**src/rtl/mul_mod_if.sv**
```systemverilog
// Start/ready handshake and operand/result bus of the iterative modular multiplier.
interface mul_mod_if #(
  parameter int W = 31
);
  logic         opselect;
  logic [W-1:0] a;
  logic [W-1:0] b;
  logic [W-1:0] _mul;
  logic         _rdy;

  modport master (
    output opselect, a, b,
    input  _mul, _rdy
  );

  modport slave (
    input  opselect, a, b,
    output _mul, _rdy
  );
endinterface

```
**src/rtl/mul_mod.sv**
```systemverilog
// a*b mod (2^W-1), MSB-first shift-and-add, one multiplier bit per clock.
// Latency 32 cycles from accept to result; _rdy low while busy, starts ignored.
module mul_mod #(
  parameter int W = 31
) (
  input logic      clk,
  input logic      rst_n,
  mul_mod_if.slave bus
);
  localparam int           IW = $clog2(W);
  localparam logic [W-1:0] P  = {W{1'b1}};

  typedef enum logic [1:0] {
    IDLE = 2'd0,
    RUN  = 2'd1,
    NORM = 2'd2
  } state_t;

  state_t        state_q, state_d;
  logic [W-1:0]  a_q, b_q, acc_q, mul_q;
  logic [W-1:0]  dbl, acc_step;
  logic [W:0]    sum;
  logic [IW-1:0] i_q;
  logic          start, last_bit;

  assign start    = (state_q == IDLE) && bus.opselect;
  assign last_bit = (i_q == '0);

  always_ff @(posedge clk) begin
    if (!rst_n) state_q <= IDLE;
    else        state_q <= state_d;
  end

  always_comb begin
    state_d = state_q;
    case (state_q)
      IDLE:    if (bus.opselect) state_d = RUN;
      RUN:     if (last_bit) state_d = NORM;
      NORM:    state_d = IDLE;
      default: state_d = IDLE;
    endcase
  end

  // Doubling mod 2^W-1 is a rotate; the carry out of the add wraps back in.
  // acc stays within [0, P], so the wrapped add never overflows W bits.
  always_comb begin
    dbl      = {acc_q[W-2:0], acc_q[W-1]};
    sum      = {1'b0, dbl} + (b_q[i_q] ? {1'b0, a_q} : '0);
    acc_step = sum[W-1:0] + {{(W-1){1'b0}}, sum[W]};
  end

  always_ff @(posedge clk) begin
    if (!rst_n) begin
      a_q   <= '0;
      b_q   <= '0;
      acc_q <= '0;
      i_q   <= '0;
      mul_q <= '0;
    end else begin
      case (state_q)
        IDLE: begin
          if (start) begin
            a_q   <= bus.a;
            b_q   <= bus.b;
            acc_q <= '0;
            i_q   <= IW'(W - 1);
          end
        end
        RUN: begin
          acc_q <= acc_step;
          i_q   <= i_q - 1'b1;
        end
        NORM:    mul_q <= (acc_q == P) ? '0 : acc_q;
        default: ;
      endcase
    end
  end

  always_comb begin
    bus._rdy = (state_q == IDLE);
    bus._mul = mul_q;
  end
endmodule

```
**src/flat_wrapper.sv**
```systemverilog
// flat-port wrapper written by rule: the top's interface ports become plain ports
module mul_mod_flat 
#(
  parameter int W = 31
)
  (clk, rst_n, bus_opselect, bus_a, bus_b, bus__mul, bus__rdy);
  mul_mod_if #(.W(W)) bus_i ();
  input logic clk;
  input logic rst_n;
  input wire logic [$bits(bus_i.opselect)-1:0] bus_opselect;
  input wire logic [$bits(bus_i.a)-1:0] bus_a;
  input wire logic [$bits(bus_i.b)-1:0] bus_b;
  output wire logic [$bits(bus_i._mul)-1:0] bus__mul;
  output wire logic [$bits(bus_i._rdy)-1:0] bus__rdy;
  assign bus_i.opselect = bus_opselect;
  assign bus_i.a = bus_a;
  assign bus_i.b = bus_b;
  assign bus__mul = bus_i._mul;
  assign bus__rdy = bus_i._rdy;
  mul_mod #(.W(W)) u_core (.clk(clk), .rst_n(rst_n), .bus(bus_i));
endmodule
```
**config.mk**
```make
export PLATFORM = sky130hd
export DESIGN_NAME = mul_mod_flat
export DESIGN_NICKNAME = d
export VERILOG_FILES = /design/src/rtl/mul_mod_if.sv /design/src/rtl/mul_mod.sv /design/src/flat_wrapper.sv
export SDC_FILE = /design/constraint.sdc
export NUM_CORES = 1
export LEC_CHECK = 0
export CORE_AREA = 2 2 116 118
export DETAILED_ROUTE_END_ITERATION = 6
export DIE_AREA = 0 0 118 120
export PLACE_DENSITY_LB_ADDON = 0.12
export SETUP_SLACK_MARGIN = 0.1
export SLEW_MARGIN = 20
export SYNTH_ARGS = -nofsm -noshare
export SYNTH_HDL_FRONTEND = slang
export SYNTH_SLANG_ARGS = --single-unit
```
**constraint.sdc**
```tcl
create_clock -name clk -period 9.5 [get_ports clk]
set_clock_uncertainty 0.05 [all_clocks]
set_input_delay 2.85 -clock clk [delete_from_list [all_inputs] [get_ports clk]]
set_output_delay 2.85 -clock clk [all_outputs]
set_load 0.01 [all_outputs]
```
# After elaboration in Yosys (flattened, before gate mapping)
# Cells that the tools add are included.
[word_totals] register_bits=131 in_bits=65 out_inout_bits=32 wordCells=34
[classes] addsub=3 magnitude_cmp=1 n_eq_ne=6 mux=11 n_reduce_logical=7
[op_table] op="31-bit 2-to-1 mux" n=3
[op_table] op="31-bit case mux with 2 select lines" n=1
[op_table] op="31-bit by 32-bit adder with 32-bit output" n=1
[op_table] op="31-bit by 1-bit adder with 31-bit output" n=1
[op_table] op="31-bit equality test (second input constant)" n=1
[op_table] op="5-bit case mux with 2 select lines" n=1
[op_table] op="5-bit by 6-bit less-than comparator with 1-bit output (second input constant)" n=1
[op_table] op="2-bit AND reduction" n=3
[op_table] op="1-bit binary-select mux with 5-bit select" n=1
[op_table] op="5-bit zero test" n=1
[op_table] op="5-bit 2-to-1 mux" n=1
[op_table] op="5-bit by 1-bit subtractor with 5-bit output (second input constant)" n=1
[op_table] op="2-bit 2-to-1 mux" n=2
[op_table] op="2-bit by 1-bit != test with 1-bit output (second input constant)" n=2
[op_table] op="2-bit case mux with 2 select lines" n=1
[op_table] op="2-bit by 1-bit equality test with 1-bit output (second input constant)" n=1
[op_table] op="2-bit equality test (second input constant)" n=1
[op_table] op="2-bit zero test" n=1
[op_table] op="2-bit != test (second input constant)" n=1
[op_table] op="2-bit nonzero test" n=1
[op_table] op="1-bit logical AND" n=1
[op_table] op="1-bit 2-to-1 mux" n=1

# Longest topological paths before layout
[depth] word_depth=6 mapped_depth=28 ltp_nobuf=25

# Least setup slack after synthesis
# No wires, ideal clock.
[synth_path] path_kind="register to register" startpoint="register u_core.i_q[0]" endpoint="register u_core.acc_q[20]" setup_ns=0.086 arrival_time_ns=6.042 t_required_ns=9.364 slack_ns=3.322 stages_incl_launch_ff=26 n_path_buf=2 synth_period_minus_slack_ns=6.178 cell_sequence="dfxtp_1 -> buf_1 -> mux4_2 -> mux4_2 -> mux2i_1 -> clkbuf_1 -> nor2b_1 -> ha_1 -> a21oi_2 -> a2111oi_4 -> o2111ai_1 -> nand4_1 -> a31o_2 -> a21oi_1 -> nor2b_1 -> o21ai_0 -> nand2b_1 -> ha_1 -> ha_1 -> and2_1 -> nor4b_1 -> nand4_1 -> nor2_1 -> nand4_1 -> xor2_1 -> a211oi_1"
[synth_between] elab_chain_len=6
[synth_rtl] item="from (decl)" line_no="mul_mod.sv:23" text="logic [IW-1:0] i_q;"
[synth_rtl] item="from (signal assigned)" line_no="mul_mod.sv:66" text="i_q <= IW'(W - 1);"
[synth_rtl] item="from (signal assigned)" line_no="mul_mod.sv:71" text="i_q <= i_q - 1'b1;"
[synth_rtl] item="1-bit binary-select mux with 5-bit select" line_no="mul_mod.sv:48" text="sum = {1'b0, dbl} + (b_q[i_q] ? {1'b0, a_q} : '0);"
[synth_rtl] item="1-bit 2-to-1 mux (not written as such)" line_no="mul_mod.sv:48"
[synth_rtl] item="31-bit 2-to-1 mux" line_no="mul_mod.sv:48"
[synth_rtl] item="31-bit by 32-bit adder with 32-bit output" line_no="mul_mod.sv:48"
[synth_rtl] item="31-bit by 1-bit adder with 31-bit output" line_no="mul_mod.sv:49" text="acc_step = sum[W-1:0] + {{(W-1){1'b0}}, sum[W]};"
[synth_rtl] item="31-bit case mux with 2 select lines" line_no="mul_mod.sv:60" text="case (state_q)"
[synth_rtl] item="to (signal assigned)" line_no="mul_mod.sv:70" text="acc_q <= acc_step;"
[synth_rtl] item="to (decl)" line_no="mul_mod.sv:20" text="logic [W-1:0] a_q, b_q, acc_q, mul_q;"
# Every way passes these cells. The select of a mux whose other input is x is not followed.
# A chain may end at the register's enable or synchronous reset.

# Worst setup path in the final report
# Ends and elaborated chain as after synthesis.

==> results.cfg <==
[min_path]
holdPathStages = 2
hold_path.class = register to register

[detailed_routing]
wl_met1_um = 9410
ant_nets = 0
maxUsedRoutingLayer = met4
routedWlPerCell_um = 17.2
num_vias = 7198
dr_wl_met2_um = 9530
route.met3.wl_um = 1260
wl_um = 20700
drtIter0Drc = 563
viasPerCell = 5.98
drc = 0
dr.pass1.iters = 5

[clocking]
cts.htree.levels = 4
clock_sinks = 131
ctsHoldBuffers = 0
insertion_delay_ns = 0.43
clockRootBuffer = clkbuf_16
tritoncts = done
cts_setup_buffers = 0
clk_path_buf_depth = 2
path_clk_slew_ns = 0.06
cts_resized = 0
numCtsBuffers = 17

[sta]
hold_viol = 0
fin_crit_sh_pct = 74.7
rsz0062_at_grt = no
fmaxAchievable_mhz = 141
finalSetupTns_ns = 0
whs_ns = 0.401
layout_min_cycle_time_ns = 7.09
slew_headroom_pct = 37.1
setup_viol = 0
drv_slew = 0
worst_slew_pin_slew_ns = 0.938

[die]
dieHeight_um = 120
die_x_um = 118
core_area_um2 = 13000
initial_utilization_pct = 58.6
core.rowCount = 42
pin_count = 97
die_area_um2 = 14200

[cells_and_area]
syn2layout_area_growth_pct = 21.1
drive_above_1_share_pct = 7.69
fillers = 1072
nets = 1115
n_antenna_cell = 0

[synth]
synth_edf_count = 0
avgSynthCellArea_um2 = 7.98
synth-seq-cells = 131
synth_common_cells = 181 x nand2_1, 131 x dfxtp_1, 115 x a21oi_1, 71 x nor2_1, 40 x clkbuf_1
synthArstFlopShare_pct = 0
yosysMostFrequentCell = nand2_1
synth_area_um2 = 7610
synth_cell_types = 74
synth-main-ff-cell = dfxtp_1
yosysTopAreaCellShare_pct = 34.5
synthCells = 954
synth_area_leaders = dfxtp_1 34%, nand2_1 8.9%, a21oi_1 7.6%, ha_1 5.8%, nor2_1 3.5%
yosysSeqAreaShare_pct = 34.5
synth_warnings = 0
yosysTopAreaCell = dfxtp_1
syn-num-nets = 1055

[global_routing]
grt_overflow = 0
grt_pass1_vias = 6834
antenna_found_initial = 0
grt_max_degree = 90
track_usage_pct = 30.3
grt_pass1_wl_um = 34300

[place]
port_buffers = 96
gp_congestion = 0.938
dp_hpwl_um = 14800

[critical_path]
reg2reg_depth = 24
worstPathCellList = mux4_2 -> mux4_2 -> mux2i_2 -> buf_4 -> nor2b_1 -> ha_1 -> nand2_1 -> a2111oi_4 -> o2111ai_1 -> nand4_1 -> a31o_2 -> a21oi_1 -> nor2b_1 -> o21ai_0 -> nand2b_1 -> ha_1 -> ha_1 -> and2_1 -> nor4b_1 -> nand4_1 -> nor2_1 -> nand4_1 -> xor2_1 -> a211oi_1
critPathMaxFanout = 31
critPathArrivalTime_ns = 7.37
cp.required_ns = 9.78
endpoint = u_core.acc_q[20]
critPathLaunch = u_core.i_q[0]
crit_path_end_kind = register
cpPeakStageDelay_ns = 0.74
cp-start-kind = register
reg2reg_from = u_core.i_q[0]
critPathKind = register to register
r2r_setup_slack_ns = 2.41
regToRegEndpoint = u_core.acc_q[20]
cp_slowest_cell = nor4b_1

[pwr]
power_w = 0.00151
p_per_area_nw_per_um2 = 164
vdd_ir_drop_max_uv = 127
leakage_nw = 3.40

[run]
cap_violations = 0

[outcome]
status = finished, final reports clean
## area by class of cell
type,instances,area (um^2),share of cell area (%)
multi-input combinational,752,4690,50.9
sequential,131,2620,28.5
timing repair buffer,103,1010,11.0
clock buffer,19,433,4.70
tap,176,220,2.39
clock inverter,13,199,2.16
inverter,9,35.0,0.380
## cell usage in the layout, fill, tap and decap left out, types with 5 or more instances in the layout
cell type	count
nand2_1	180
dfxtp_1	131
a21oi_1	114
clkdlybuf4s50_1	96
nor2_1	71
ha_1	35
nor2b_1	34
a22oi_1	34
xor2_1	26
nand3_1	25
o21ai_0	24
nand4_1	22
xnor2_1	20
clkbuf_16	17
nor3_1	12
a211oi_1	12
a21o_1	10
inv_1	8
mux4_2	8
buf_4	7
o21bai_1	6
o21a_1	5
nor4_1	5
nor4b_1	5
a311oi_1	5
## registers in the layout, indices dropped and copies added (netlist names)
name             flops
u_core.a_q          31
u_core.bus._mul     31
u_core.state_q       2
u_core.i_q           5
u_core.acc_q        31
u_core.b_q          31
## worst min path at each step
stage / to / from
2_1_floorplan: u_core.a_q[0] / u_core.a_q[0]
4_1_cts: u_core.a_q[28] / u_core.a_q[28]
6_report: u_core.a_q[28] / u_core.a_q[28]
3_5_place_dp: u_core.a_q[28] / u_core.a_q[28]
5_1_grt: u_core.b_q[20] / u_core.b_q[20]
3_3_place_gp: u_core.a_q[30] / u_core.a_q[30]
## power breakdown
group          leakage, nW  switching [W]  internal, W
sequential            1.07      0.0000262     0.000577
clock                0.301       0.000261     0.000444
combinational         2.03       0.000121    0.0000848
## metal layers
layer  up-vias  track usage [%]
met5         -                0
met4         0             11.1
met3        47             5.89
met2       227             48.6
met1      3389             40.6
li1       3535                -
## cells by family after synthesis
logic type | count (synthesis) | share of synthesized area, %
and+or+nand+nor | 399 | 25.2
adders and majority gates | 36 | 6.02
muxes | 14 | 3.22
AOI/OAI and AO/OA | 257 | 21.7
buffers and inverters | 71 | 4.05
xor gates and xnor gates | 46 | 5.30
DFF | 131 | 34.5
## critical path: cells and delay by family (launching register included)
family	cells	cell delay [ns]
adder cells (fa/ha/maj)	3	0.83
flip-flops	1	0.66
XOR/XNOR	1	0.19
AO/OA/AOI/OAI	6	1.23
AND/OR/NAND/NOR	10	2.44
buffers and inverters	1	0.36
multiplexers	3	1.19
## through the flow
| step | setup slack, ns | utilization [%] | instance area, um^2 | std cells |
|---|---|---|---|---|
| after floorplan | 3.32 | - | 7610 | 954 |
| after global placement | 2.78 | 66.1 | 8580 | 1171 |
| after detailed placement | 2.58 | 66.1 | 8580 | 1171 |
| after CTS | 2.51 | 71.0 | 9220 | 1203 |
| after global routing | 1.88 | 71.0 | 9220 | 1203 |
| final | 2.41 | 71.0 | 9220 | 1203 |
Power figures use the tool's default switching activity.
